==> src/rtl/moving_obstacle_pkg.sv <==
// obstacle_pkg: shared FSM encoding, playfield size, axis codes and a coordinate clamp helper.
// Rev 1.0
`default_nettype none
package obstacle_pkg;
  typedef enum logic [1:0] {
    ST_IDLE = 2'd0,
    ST_RUN  = 2'd1,
    ST_HIT  = 2'd2
  } obs_state_t;

  localparam int SCREEN_W = 160;
  localparam int SCREEN_H = 120;
  localparam int AXIS_V   = 0;
  localparam int AXIS_H   = 1;

  function automatic logic [7:0] clamp_pos(input logic [7:0] v, input logic [7:0] lo,
                                           input logic [7:0] hi);
    if (v < lo) return lo;
    if (v > hi) return hi;
    return v;
  endfunction
endpackage
`default_nettype wire

==> src/rtl/moving_obstacle_if.sv <==
// moving_obstacle_if: control, head-position and draw-port bundle of the moving obstacle.
// Rev 1.0
`default_nettype none
interface moving_obstacle_if #(parameter int NHEADS = 2);
  logic                  enable;
  logic                  move;
  logic [7:0]            fixed_coord;
  logic [7:0]            start_pos;
  logic                  clear_hit;
  logic [3:0]            seg_idx;
  logic [NHEADS*8-1:0]   heads_x;
  logic [NHEADS*8-1:0]   heads_y;
  logic [7:0]            out_x;
  logic [6:0]            out_y;
  logic                  out_valid;
  logic                  dir;
  logic                  endgame;

  modport master (
    output enable, move, fixed_coord, start_pos, clear_hit, seg_idx, heads_x, heads_y,
    input  out_x, out_y, out_valid, dir, endgame
  );

  modport slave (
    input  enable, move, fixed_coord, start_pos, clear_hit, seg_idx, heads_x, heads_y,
    output out_x, out_y, out_valid, dir, endgame
  );
endinterface
`default_nettype wire

==> src/rtl/moving_obstacle_hit_check.sv <==
// obstacle_hit_check: combinational test of one snake head against the bar's cell span.
// Rev 1.0
`default_nettype none
module obstacle_hit_check
  import obstacle_pkg::*;
#(
  parameter int LEN  = 10,
  parameter int AXIS = 0
) (
  input  wire logic [7:0] i_fixed_coord,
  input  wire logic [7:0] i_pos,
  input  wire logic [7:0] i_head_x,
  input  wire logic [7:0] i_head_y,
  output logic            o_hit
);
  logic [7:0] w_fix;
  logic [7:0] w_trav;
  logic [8:0] w_last;

  always_comb begin
    w_fix  = i_head_x;
    w_trav = i_head_y;
    if (AXIS == AXIS_H) begin
      w_fix  = i_head_y;
      w_trav = i_head_x;
    end
  end

  // Nine bits so the span end never wraps near the top of the coordinate range
  assign w_last = {1'b0, i_pos} + 9'(LEN - 1);
  assign o_hit  = (w_fix == i_fixed_coord) && (w_trav >= i_pos) && ({1'b0, w_trav} <= w_last);
endmodule
`default_nettype wire

==> src/rtl/moving_obstacle.sv <==
// moving_obstacle: bouncing bar obstacle with move divider, multi-head collision and draw port.
// Rev 1.0 -- OBSTACLE_SPEEDUP_EN: divider shrinks by one on each reversal (floor 1).
`default_nettype none
module moving_obstacle
  import obstacle_pkg::*;
#(
  parameter int LEN      = 10,
  parameter int AXIS     = 0,
  parameter int MIN_POS  = 0,
  parameter int MAX_POS  = 119,
  parameter int MOVE_DIV = 1,
  parameter int NHEADS   = 2
) (
  input wire logic         clock,
  input wire logic         resetn,
  moving_obstacle_if.slave bus
);
  localparam logic [7:0] c_MIN   = 8'(MIN_POS);
  localparam logic [7:0] c_TOP   = 8'(MAX_POS - LEN + 1);
  localparam bit         c_FIXED = (LEN == MAX_POS - MIN_POS + 1);

  obs_state_t r_state, w_state_nxt;
  logic [7:0] r_pos, w_pos_nxt;
  logic       r_dir, w_dir_nxt;
  logic [3:0] r_div_cnt, w_div_nxt;
  logic       r_endgame, w_endgame_nxt;
  logic [3:0] w_div;
  logic       w_rev;
  logic [NHEADS-1:0] w_hits;
  logic [7:0] w_cell;

`ifdef OBSTACLE_SPEEDUP_EN
  logic [3:0] r_cur_div, w_cur_div_nxt;
  assign w_div = r_cur_div;
`else
  assign w_div = 4'(MOVE_DIV);
`endif

  for (genvar k = 0; k < NHEADS; k++) begin : g_heads
    obstacle_hit_check #(.LEN(LEN), .AXIS(AXIS)) u_hit (
      .i_fixed_coord (bus.fixed_coord),
      .i_pos         (r_pos),
      .i_head_x      (bus.heads_x[8*k +: 8]),
      .i_head_y      (bus.heads_y[8*k +: 8]),
      .o_hit         (w_hits[k])
    );
  end

  always_ff @(posedge clock) begin
    if (!resetn) r_state <= ST_IDLE;
    else         r_state <= w_state_nxt;
  end

  always_comb begin
    w_state_nxt   = r_state;
    w_pos_nxt     = r_pos;
    w_dir_nxt     = r_dir;
    w_div_nxt     = r_div_cnt;
    w_endgame_nxt = r_endgame;
    w_rev         = 1'b0;
    case (r_state)
      ST_IDLE: if (bus.enable) w_state_nxt = ST_RUN;
      ST_RUN: begin
        if (!bus.enable) begin
          w_state_nxt = ST_IDLE;
        end else if (|w_hits) begin
          w_state_nxt   = ST_HIT;
          w_endgame_nxt = 1'b1;
        end else if (bus.move) begin
          if (r_div_cnt >= w_div - 4'd1) begin
            w_div_nxt = 4'd0;
            if (!c_FIXED) begin
              // c_TOP is where the far cell sits on MAX_POS
              if (r_dir) begin
                if (r_pos == c_TOP) begin
                  w_dir_nxt = 1'b0;
                  w_pos_nxt = r_pos - 8'd1;
                  w_rev     = 1'b1;
                end else begin
                  w_pos_nxt = r_pos + 8'd1;
                end
              end else begin
                if (r_pos == c_MIN) begin
                  w_dir_nxt = 1'b1;
                  w_pos_nxt = r_pos + 8'd1;
                  w_rev     = 1'b1;
                end else begin
                  w_pos_nxt = r_pos - 8'd1;
                end
              end
            end
          end else begin
            w_div_nxt = r_div_cnt + 4'd1;
          end
        end
      end
      ST_HIT: begin
        if (bus.clear_hit) begin
          w_state_nxt   = ST_IDLE;
          w_endgame_nxt = 1'b0;
        end
      end
      default: w_state_nxt = ST_IDLE;
    endcase
  end

`ifdef OBSTACLE_SPEEDUP_EN
  always_comb begin
    w_cur_div_nxt = r_cur_div;
    if (w_rev) w_cur_div_nxt = (r_cur_div > 4'd1) ? r_cur_div - 4'd1 : 4'd1;
  end

  always_ff @(posedge clock) begin
    if (!resetn) r_cur_div <= 4'(MOVE_DIV);
    else         r_cur_div <= w_cur_div_nxt;
  end
`else
  logic w_rev_unused;
  assign w_rev_unused = w_rev;
`endif

  always_ff @(posedge clock) begin
    if (!resetn) begin
      r_pos     <= clamp_pos(bus.start_pos, c_MIN, c_TOP);
      r_dir     <= 1'b1;
      r_div_cnt <= 4'd0;
      r_endgame <= 1'b0;
    end else begin
      r_pos     <= w_pos_nxt;
      r_dir     <= w_dir_nxt;
      r_div_cnt <= w_div_nxt;
      r_endgame <= w_endgame_nxt;
    end
  end

  assign w_cell        = r_pos + {4'd0, bus.seg_idx};
  assign bus.out_valid = (bus.seg_idx < 4'(LEN));
  assign bus.out_x     = !bus.out_valid ? 8'd0 : (AXIS == AXIS_H) ? w_cell : bus.fixed_coord;
  assign bus.out_y     = !bus.out_valid ? 7'd0 :
                         (AXIS == AXIS_H) ? bus.fixed_coord[6:0] : w_cell[6:0];
  assign bus.dir       = r_dir;
  assign bus.endgame   = r_endgame;
endmodule
`default_nettype wire

==> src/flat_wrapper.sv <==
// flat-port wrapper written by rule: the top's interface ports become plain ports
module moving_obstacle_flat import obstacle_pkg::*;
#(
  parameter int LEN      = 10,
  parameter int AXIS     = 0,
  parameter int MIN_POS  = 0,
  parameter int MAX_POS  = 119,
  parameter int MOVE_DIV = 1,
  parameter int NHEADS   = 2
)
  (clock, resetn, bus_enable, bus_move, bus_fixed_coord, bus_start_pos, bus_clear_hit, bus_seg_idx, bus_heads_x, bus_heads_y, bus_out_x, bus_out_y, bus_out_valid, bus_dir, bus_endgame);
  moving_obstacle_if #(.NHEADS(NHEADS)) bus_i ();
  input wire logic clock;
  input wire logic resetn;
  input wire logic [$bits(bus_i.enable)-1:0] bus_enable;
  input wire logic [$bits(bus_i.move)-1:0] bus_move;
  input wire logic [$bits(bus_i.fixed_coord)-1:0] bus_fixed_coord;
  input wire logic [$bits(bus_i.start_pos)-1:0] bus_start_pos;
  input wire logic [$bits(bus_i.clear_hit)-1:0] bus_clear_hit;
  input wire logic [$bits(bus_i.seg_idx)-1:0] bus_seg_idx;
  input wire logic [$bits(bus_i.heads_x)-1:0] bus_heads_x;
  input wire logic [$bits(bus_i.heads_y)-1:0] bus_heads_y;
  output wire logic [$bits(bus_i.out_x)-1:0] bus_out_x;
  output wire logic [$bits(bus_i.out_y)-1:0] bus_out_y;
  output wire logic [$bits(bus_i.out_valid)-1:0] bus_out_valid;
  output wire logic [$bits(bus_i.dir)-1:0] bus_dir;
  output wire logic [$bits(bus_i.endgame)-1:0] bus_endgame;
  assign bus_i.enable = bus_enable;
  assign bus_i.move = bus_move;
  assign bus_i.fixed_coord = bus_fixed_coord;
  assign bus_i.start_pos = bus_start_pos;
  assign bus_i.clear_hit = bus_clear_hit;
  assign bus_i.seg_idx = bus_seg_idx;
  assign bus_i.heads_x = bus_heads_x;
  assign bus_i.heads_y = bus_heads_y;
  assign bus_out_x = bus_i.out_x;
  assign bus_out_y = bus_i.out_y;
  assign bus_out_valid = bus_i.out_valid;
  assign bus_dir = bus_i.dir;
  assign bus_endgame = bus_i.endgame;
  moving_obstacle #(.LEN(LEN), .AXIS(AXIS), .MIN_POS(MIN_POS), .MAX_POS(MAX_POS), .MOVE_DIV(MOVE_DIV), .NHEADS(NHEADS)) u_core (.clock(clock), .resetn(resetn), .bus(bus_i));
endmodule
==> config.mk <==
export PLATFORM = sky130hd
export DESIGN_NAME = moving_obstacle_flat
export DESIGN_NICKNAME = d
export VERILOG_FILES = /design/src/rtl/moving_obstacle_pkg.sv /design/src/rtl/moving_obstacle_if.sv /design/src/rtl/moving_obstacle_hit_check.sv /design/src/rtl/moving_obstacle.sv /design/src/flat_wrapper.sv
export SDC_FILE = /design/constraint.sdc
export NUM_CORES = 1
export LEC_CHECK = 0
export BUFFER_PORTS_ARGS = -buffer_cell sky130_fd_sc_hd__buf_2
export CAP_MARGIN = 25
export CORE_ASPECT_RATIO = 0.7
export CORE_UTILIZATION = 25
export CTS_BUF_LIST = sky130_fd_sc_hd__clkbuf_4 sky130_fd_sc_hd__clkbuf_8 sky130_fd_sc_hd__clkbuf_16
export CTS_CLUSTER_DIAMETER = 30
export DETAILED_ROUTE_END_ITERATION = 7
export PLACE_DENSITY = 0.48
export SLEW_MARGIN = 20
export SYNTH_ARGS = -nofsm -noshare
export SYNTH_HDL_FRONTEND = slang
export SYNTH_SLANG_ARGS = --single-unit
==> constraint.sdc <==
create_clock -name clock -period 6.21 [get_ports clock]
set_input_delay 0.9315 -clock clock [delete_from_list [all_inputs] [get_ports clock]]
set_output_delay 0.9315 -clock clock [all_outputs]
set_load 0.05 [all_outputs]
* Yosys cells after proc, flatten, opt, wreduce, memory -nomap -nowiden
Cells that the tools add are included.
** Word-level totals
- RAM bits :: 0
- Bits in read-only memories :: 0
- Bits in latches :: 0
- Word-level logic and storage cells :: 80
- Output and inout port bits :: 18
- Input bits :: 57
- Register bits after elaboration :: 16
- Memories :: 0
** Cells by class
- Order comparisons :: 8
- Equal/unequal tests :: 15
- Reduce and logical (&&, ||, !) cells :: 13
- Add/sub/neg operators :: 5
- Divide/modulo/power cells :: 0
- Multipliers :: 0
- Muxes and demuxes :: 33
- Shift operators :: 0
- Bitwise logic cells :: 1
** Operators with widths (count)
- $mux 8 :: 14
- $le 8x9->1 :: 2
- $eq 8x8->1 :: 2
- $ge 8x8->1 :: 2
- $mux 1 :: 11
- $ne 2x1->1 const B :: 5
- $reduce_and 5->1 :: 2
- $add 8x4->9 const B :: 1
- $add 8x1->8 const B :: 1
- $eq 8x7->1 const B :: 1
- $gt 8x7->1 const B :: 1
- $logic_not 8->1 :: 1
- $lt 8x1->1 const B :: 1
- $mux 2 :: 4
- $ne 2x2->1 const B :: 4
- $reduce_and 4->1 :: 2
- $sub 8x1->8 const B :: 1
- $add 7x4->7 :: 1
- $mux 7 :: 1
- $pmux 2 s3 :: 1
- $add 4x1->4 const B :: 1
- $ge 4x1->1 const B :: 1
- $logic_and 1x1->1 :: 4
- $lt 4x4->1 const B :: 1
- 10 further kinds :: 10

* Depth between registers and ports, before layout
Gate-level depths: netlist (run 1).
- Depth in word-level cells :: 9
- Mapped depth :: 12
- Mapped depth without buffers :: 12

* Modules after synthesis
Synthesis (run 1) repeated with hierarchy kept, for this count alone.
** Second synthesis, totals
- Cells, all modules :: 290
- Area total of the unflattened synthesis :: 2334.7 um^2
** Modules (own cells, without submodules)
- moving_obstacle :: seq. area each 320.3 um^2, times used 1, area an instance 1183.6 um^2, cells each 144
- obstacle_hit_check :: seq. area each 0.0 um^2, times used 2, area an instance 575.6 um^2, cells each 73

* Least setup slack after synthesis (run 1)
OpenSTA, ideal clock, no wires.
- Kind :: input -> output
- Start :: input port bus_seg_idx[0]
- End :: output port bus_out_y[6]
- Setup slack :: 2468 ps
- Buffers on the path :: 0
- Arrival :: 2810 ps
- Stages :: 6
- Required time :: 5278 ps
- Cell sequence :: ha_1 -> fa_1 -> a21o_1 -> a21oi_1 -> o21ai_0 -> a21oi_1
** Between the ends
- Longest elaborated chain between the ends :: 2
- Elaborated cells between the ends (all ways) :: 3
- Those cells by class :: 1 x add/sub; 1 x order compare; 1 x mux
** RTL lines
- from (decl) :: RTL line flat_wrapper.sv:20 : input wire logic [$bits(bus_i.seg_idx)-1:0] bus_seg_idx;
- $add 7x4->7 or $lt 4x4->1 (tied branches) :: RTL line moving_obstacle.sv:136, moving_obstacle.sv:137
- $mux 7 * :: RTL line moving_obstacle.sv:139 : assign bus.out_y = !bus.out_valid ? 7'd0 :
- to (decl) :: RTL line flat_wrapper.sv:24 : output wire logic [$bits(bus_i.out_y)-1:0] bus_out_y;
Mark *: on every way between the ends. The rest lies on a longest branch, timed or not.

* Worst setup path in the final report (run 1)
Ends and elaborated chain as after synthesis.

==> impl_metrics.env, run 1 <==
export IMPL_required_ns=5.28
export IMPL_slew_viol_final=0
export IMPL_crit_path_end_kind="output pin"
export IMPL_coreArea_mm2=0.00797
export IMPL_synth_nets=337
export IMPL_clkTransAtPathRegs_ns=0.04
export IMPL_antenna_found_initial=0
export IMPL_drive_gt1_share_pct=27.3
export IMPL_finalCritPeriodShare_pct=57.6
export IMPL_path_max_fanout=3
export IMPL_failed_checks="DRC"
export IMPL_cts_made_buffers=3
export IMPL_dp_hpwl_um=5340
export IMPL_yosysMostFrequentCell="ha_1"
export IMPL_tightest_slew_ns=0.878
export IMPL_vias=2009
export IMPL_gr_total_overflow=0
export IMPL_synth_area_top_cells="ha_1 23%, edfxtp_1 12%, xnor2_1 11%, a21oi_1 3.9%, dfxtp_1 3.9%"
export IMPL_hold_violations=0
export IMPL_crit_start="bus_seg_idx[0]"
export IMPL_drv_cap=0
export IMPL_fin_cells=412
export IMPL_rows=27
export IMPL_fmax_ghz=0.279
export IMPL_clkLatencyLatePin_ns=0.23
export IMPL_rrSetupSlack_ns=2.84
export IMPL_worstSetupPathType="in2out"
export IMPL_yosys_area_top_type="ha_1"
export IMPL_die_h_um=78.3
export IMPL_grt_total_usage_pct=14.5
export IMPL_cp_arrival_ns=2.65
export IMPL_reg2reg_to="u_core.r_pos[5]$_DFFE_PP_"
export IMPL_crit_reg2reg_launch="u_core.r_pos[0]$_DFFE_PP_"
export IMPL_fin_worst_skew_ns=0.00197
export IMPL_fin_crit_ns=3.58
export IMPL_die_area_mm2=0.00868
export IMPL_syn_avg_cell_area_um2=8.65
export IMPL_hold_path_class="reg2reg"
export IMPL_dp_cells=408
export IMPL_synthDistinctLibCells=55
export IMPL_postCtsSetupBuffers=0
export IMPL_synth_edf_count=8
export IMPL_io_pins=75
export IMPL_power_density_mw_per_mm2=180
export IMPL_cts_tree="yes"
export IMPL_start_util_pct=26.1
export IMPL_setup_viol=0
export IMPL_outcome="finished, violations left"
export IMPL_seq_area_um2=320
export IMPL_synthCells=240
export IMPL_multiInputGateArea_mm2=0.00167
export IMPL_io_buffers=74
export IMPL_ant_nets=0
export IMPL_swShare_pct=41.0
export IMPL_p_clk_share_pct=24.5
export IMPL_finalNetCount=409
export IMPL_cts_root_buffer="clkbuf_16"
export IMPL_routed_wl_um=6170
export IMPL_p_leak_nw=1.21
export IMPL_die_w_um=111
export IMPL_rsz0062_at_grt="false"
export IMPL_cts_sinks=12
export IMPL_synth_ff_type="edfxtp_1"
export IMPL_ys_warn_count=0
export IMPL_synth_top_area_share_pct=23.5
export IMPL_diodes=0
export IMPL_cts_hold_buffers=0
export IMPL_grt_pass1_wl_um=10200
export IMPL_first_global_vias=1930
export IMPL_viasPerCell=4.88
export IMPL_combPwrFrac_pct=53.0
export IMPL_critPathCapture="bus_out_y[6]"
export IMPL_grt_max_degree=18
export IMPL_p_seq_share_pct=22.5
export IMPL_yosys_top_cells_count="39 x ha_1, 27 x xnor2_1, 16 x a21oi_1, 16 x inv_1, 16 x nor2_1"
export IMPL_netlist_area_mm2=0.00208
export IMPL_firstDrtPassIters=8
export IMPL_power_internal_mw=0.278
export IMPL_r2r_cells=12
export IMPL_synth_async_reset_ratio_pct=0
export IMPL_clockBufferDepth=2
export IMPL_slew_headroom_pct=40.9
export IMPL_drc=24
export IMPL_ys_seq_elements=12
export IMPL_initialDrtViolationCount=132
export IMPL_fillers=863
export IMPL_fin_setup_tns_ns=0
export IMPL_routedWlPerCell_um=15.0
export IMPL_power_mw=0.471
export IMPL_cts_resized=0
export IMPL_cp_start_kind="input pin"
export IMPL_area_growth_syn_to_layout_pct=26.2
export IMPL_switchingPower_mw=0.193
export IMPL_cts_htree_levels=1
export IMPL_place_congestion=0.829
export IMPL_irDropWorstVdd_uv=107
export IMPL_synth_seq_area_share_pct=15.4
worst min-delay path by stage:
stage	start	endpoint	slack, ns	cells after the start
after floorplan	u_core.r_state[0]$_SDFFE_PN0P_	u_core.r_state[0]$_SDFFE_PN0P_	0.43	1
after global placement	u_core.r_state[0]$_SDFFE_PN0P_	u_core.r_state[0]$_SDFFE_PN0P_	0.45	1
after detailed placement	u_core.r_state[0]$_SDFFE_PN0P_	u_core.r_state[0]$_SDFFE_PN0P_	0.47	1
after CTS	u_core.r_state[0]$_SDFFE_PN0P_	u_core.r_state[0]$_SDFFE_PN0P_	0.48	1
after global routing	u_core.bus.endgame$_SDFFE_PN0P_	u_core.bus.endgame$_SDFFE_PN0P_	0.52	2
final	u_core.r_state[0]$_SDFFE_PN0P_	u_core.r_state[0]$_SDFFE_PN0P_	0.48	1
layout make-up:
cell class	instances	area share [%]
Clock buffer	3	2.86
Sequential cell	12	12.2
Clock inverter	1	0.143
Inverter	16	2.29
Tap cell	101	4.82
Multi-Input combinational cell	205	63.5
Timing Repair Buffer	74	14.1
power by group through the flow:
stage,logic (mW),registers (mW),clock network (mW)
6_report,0.250,0.106,0.115
5_1_grt,0.279,0.107,0.122
4_1_cts,0.249,0.106,0.117
3_5_place_dp,0.247,0.107,0
3_3_place_gp,0.248,0.107,0
2_1_floorplan,0.182,0.0979,0
stage by stage:
| step | hold slack, ns | cell area (µm²) | utilization [%] | setup WS, ns |
|---|---|---|---|---|
| finish | 0.479 | 2620 | 32.9 | 2.63 |
| global route | 0.521 | 2620 | 32.9 | 2.52 |
| CTS | 0.475 | 2620 | 32.9 | 2.63 |
| detailed placement | 0.468 | 2540 | 31.9 | 2.63 |
| global placement | 0.452 | 2540 | 31.9 | 2.65 |
| floorplan | 0.433 | 2080 | - | 2.47 |
critical path, stage by stage:
cell	delay [ns]
buf_2	0.10
ha_1	0.21
fa_1	0.40
a21o_1	0.19
a21oi_1	0.23
o21ai_0	0.12
a21oi_1	0.17
buf_2	0.29
cells in the final DEF, fill, tap and decap left out, types with 3 or more instances in the layout:
cell type / Yosys / routed
a2111oi_0: 3 / 3
a211o_1: 3 / 3
a21o_1: 3 / 3
a21oi_1: 16 / 16
a31oi_1: 3 / 3
and2_1: 11 / 11
and3_1: 3 / 3
buf_2: 4 / 74
clkbuf_16: 0 / 3
dfxtp_1: 4 / 4
edfxtp_1: 8 / 8
ha_1: 39 / 39
inv_1: 16 / 16
nand2_1: 9 / 9
nand3b_1: 3 / 3
nand4_1: 6 / 6
nor2_1: 16 / 16
nor2b_1: 3 / 3
nor3_1: 5 / 5
o211ai_1: 6 / 6
o21a_1: 4 / 4
o21ai_0: 7 / 7
xnor2_1: 27 / 27
xor2_1: 4 / 4
kinds of logic (layout without fill, tap and decap cells):
group,count (synthesis),in the layout,share of synthesized area [%]
and+or+nand+nor,68,68,18.7
AOI/OAI and AO/OA,63,63,21.6
adders and majority gates,40,40,24.5
xor gates and xnor gates,32,32,14.2
buffers and inverters,23,94,4.40
DFF,12,12,15.4
muxes,2,2,1.20
registers in the layout (all words and copies together) (netlist names):
register            count
u_core.r_pos            8
u_core.r_state          2
u_core.bus.dir          1
u_core.bus.endgame      1
routing by layer:
metal  track usage, %  routed length [µm]  up-vias
li1                 -                   -     1040
met5                0                   0        -
met2             20.8                2310       83
met3             1.78                 407        0
met4             1.37                   0        0
met1             23.1                3450      886
Power figures use the tool's default switching activity.
==> run 2, diff against run 1 <==
--- a/config.mk
+++ b/config.mk
@@ -12,7 +12,7 @@
 export CTS_BUF_LIST = sky130_fd_sc_hd__clkbuf_4 sky130_fd_sc_hd__clkbuf_8 sky130_fd_sc_hd__clkbuf_16
 export CTS_CLUSTER_DIAMETER = 30
 export DETAILED_ROUTE_END_ITERATION = 7
-export PLACE_DENSITY = 0.48
+export PLACE_DENSITY = 0.5
 export SLEW_MARGIN = 20
 export SYNTH_ARGS = -nofsm -noshare
 export SYNTH_HDL_FRONTEND = slang
==> constraint.sdc (replaced) <==
create_clock -name clock -period 3.19 [get_ports clock]
set_input_delay 0.4785 -clock clock [delete_from_list [all_inputs] [get_ports clock]]
set_output_delay 0.4785 -clock clock [all_outputs]
set_load 0.05 [all_outputs]
==> run 2 against run 1 <==
Compared with the run above:
- the run still ends with DRC left
- first-iteration DRC count is 0.76% lower
- highest routed layer is now met4
- die area stayed put
- non-clock buffer count is 19 higher
- critical endpoint is now u_core.bus.dir$_SDFFE_PN1P_
- clock power is 100% higher
==> impl_metrics.env, run 2 (synthesis gave the netlist of run 1 again) <==
export IMPL_outcome="finished, violations left"
export IMPL_failed_checks="DRC"
export IMPL_swShare_pct=40.9
export IMPL_p_clk_share_pct=23.8
export IMPL_grt_total_usage_pct=15.0
export IMPL_required_ns=3.32
export IMPL_rows=27
export IMPL_fin_worst_skew_ns=0.00256
export IMPL_dp_cells=424
export IMPL_die_h_um=78.3
export IMPL_ant_nets=0
export IMPL_io_pins=75
export IMPL_multiInputGateArea_mm2=0.00171
export IMPL_grtUsageMet3_pct=1.54
export IMPL_power_mw=0.967
export IMPL_place_ws_ns=-0.0310
export IMPL_largest_register_ffs=8
export IMPL_p_leak_nw=1.32
export IMPL_hold_violations=0
export IMPL_clockBufferDepth=2
export IMPL_place_congestion=0.846
export IMPL_clkTransAtPathRegs_ns=0.04
export IMPL_crit_start="u_core.r_pos[0]$_DFFE_PP_"
export IMPL_cp_start_kind="register"
export IMPL_r2r_cells=11
export IMPL_worst_slack_ns=0.104
export IMPL_path_max_fanout=5
export IMPL_routed_wl_um=6370
export IMPL_cp_arrival_ns=3.21
export IMPL_drc=19
export IMPL_drive_gt1_share_pct=33.3
export IMPL_layout_commonest_cell="buf_2"
export IMPL_fillers=841
export IMPL_cts_made_buffers=3
export IMPL_first_global_vias=2016
export IMPL_viasPerCell=4.87
export IMPL_slew_headroom_pct=61.5
export IMPL_die_area_mm2=0.00868
export IMPL_fmax_ghz=0.324
export IMPL_cts_root_buffer="clkbuf_16"
export IMPL_cts_sinks=12
export IMPL_area_growth_syn_to_layout_pct=35.1
export IMPL_diodes=0
export IMPL_gr_usage_met1_pct=23.5
export IMPL_worstSetupPathType="reg2reg"
export IMPL_die_w_um=111
export IMPL_reg2reg_to="u_core.bus.dir$_SDFFE_PN1P_"
export IMPL_cts_hold_buffers=0
export IMPL_hold_path_class="reg2reg"
export IMPL_routedWlPerCell_um=14.8
export IMPL_fin_cells=431
export IMPL_coreArea_mm2=0.00797
export IMPL_crit_reg2reg_launch="u_core.r_pos[0]$_DFFE_PP_"
export IMPL_slew_viol_final=0
export IMPL_drv_cap=0
export IMPL_vias=2099
export IMPL_critPathCapture="u_core.bus.dir$_SDFFE_PN1P_"
export IMPL_final_util_pct=35.2
export IMPL_irDropWorstVdd_uv=249
export IMPL_top_regs="u_core.r_pos: 8 flops, u_core.r_state: 2 flops"
export IMPL_setup_viol=0
export IMPL_switchingPower_mw=0.395
export IMPL_cts_htree_levels=1
export IMPL_fin_crit_ns=3.09
export IMPL_grt_use_met2_pct=21.6
export IMPL_cp_slowest_stage_delay_ns=0.47
export IMPL_io_buffers=74
export IMPL_antenna_found_initial=0
export IMPL_crit_path_end_kind="register"
export IMPL_power_internal_mw=0.571
export IMPL_grt_max_degree=18
export IMPL_busiest_layer="met1"
export IMPL_rrSetupSlack_ns=0.10
export IMPL_combPwrFrac_pct=56.0
export IMPL_dp_hpwl_um=5480
export IMPL_cp_cell_sequence="ha_2 > a21oi_4 > xnor2_1 > ha_1 > nand2_1 > a21oi_1 > a211o_1 > a32o_1 > a2111o_1 > nand4_2 > mux2_4"
export IMPL_firstDrtPassIters=8
export IMPL_tightest_slew_ns=0.564
export IMPL_p_seq_share_pct=20.2
export IMPL_finalCritPeriodShare_pct=96.7
export IMPL_start_util_pct=26.1
export IMPL_gr_total_overflow=0
export IMPL_regMostFlops="u_core.r_pos"
export IMPL_clkLatencyLatePin_ns=0.24
export IMPL_holdPathStages=1
export IMPL_fin_setup_tns_ns=0
export IMPL_grt_pass1_wl_um=10400
export IMPL_finalNetCount=428
export IMPL_critPathSlowestCell="edfxtp_1"
export IMPL_cts_tree="yes"
export IMPL_seq_area_um2=320
export IMPL_power_density_mw_per_mm2=345
export IMPL_layout_common_cells="74 x buf_2, 38 x ha_1, 25 x xnor2_1"
export IMPL_initialDrtViolationCount=131
-- run 2: layout make-up --
| cell class | count | area share (%) |
|---|---|---|
| clock buffers | 3 | 2.68 |
| clock inverters | 1 | 0.134 |
| inverters | 16 | 2.14 |
| multi-input cells | 205 | 60.8 |
| flip-flops and latches | 12 | 11.4 |
| well taps | 101 | 4.50 |
| repair buffers | 93 | 18.3 |
-- run 2: what timing repair did --
item,4_1_cts,5_1_grt
gates resized for setup,1,7
pin swaps,0,1
setup endpoints to repair,8,9
buffers inserted,0,3
-- run 2: through the flow --
stage	hold slack [ns]	instance area (µm²)
finish	0.466	2810
global route	0.508	2810
CTS	0.466	2740
detailed placement	0.459	2660
global placement	0.456	2660
floorplan	0.433	2080
-- run 2: per-layer routing --
layer  wire length, µm  vias to the layer above
met1              3400                      918
met3               551                        5
met4                50                        0
met5                 0                        -
met2              2370                       99
li1                  -                     1077
-- run 2: critical path, delay by kind of cell, from the launching register on --
family | cells | cell delay, ns
xor+xnor | 1 | 0.17
compound gates | 5 | 1.19
fa+ha+maj | 2 | 0.58
simple gates | 2 | 0.24
flops | 1 | 0.47
mux | 1 | 0.31
-- run 2: how the worst min path moves through the flow --
stage / start / to / slack, ns
after floorplan: u_core.r_state[0]$_SDFFE_PN0P_ / u_core.r_state[0]$_SDFFE_PN0P_ / 0.43
after global placement: u_core.r_state[0]$_SDFFE_PN0P_ / u_core.r_state[0]$_SDFFE_PN0P_ / 0.46
after detailed placement: u_core.r_state[0]$_SDFFE_PN0P_ / u_core.r_state[0]$_SDFFE_PN0P_ / 0.46
after CTS: u_core.r_state[0]$_SDFFE_PN0P_ / u_core.r_state[0]$_SDFFE_PN0P_ / 0.47
after global routing: u_core.r_state[0]$_SDFFE_PN0P_ / u_core.r_state[0]$_SDFFE_PN0P_ / 0.51
final: u_core.r_state[0]$_SDFFE_PN0P_ / u_core.r_state[0]$_SDFFE_PN0P_ / 0.47
-- run 2: power by group through the flow --
stage	Clock, mW	Combinational [mW]	Sequential (mW)
6_report	0.230	0.541	0.195
5_1_grt	0.242	0.600	0.197
4_1_cts	0.236	0.525	0.194
3_5_place_dp	0	0.521	0.196
3_3_place_gp	0	0.522	0.197
2_1_floorplan	0	0.355	0.191
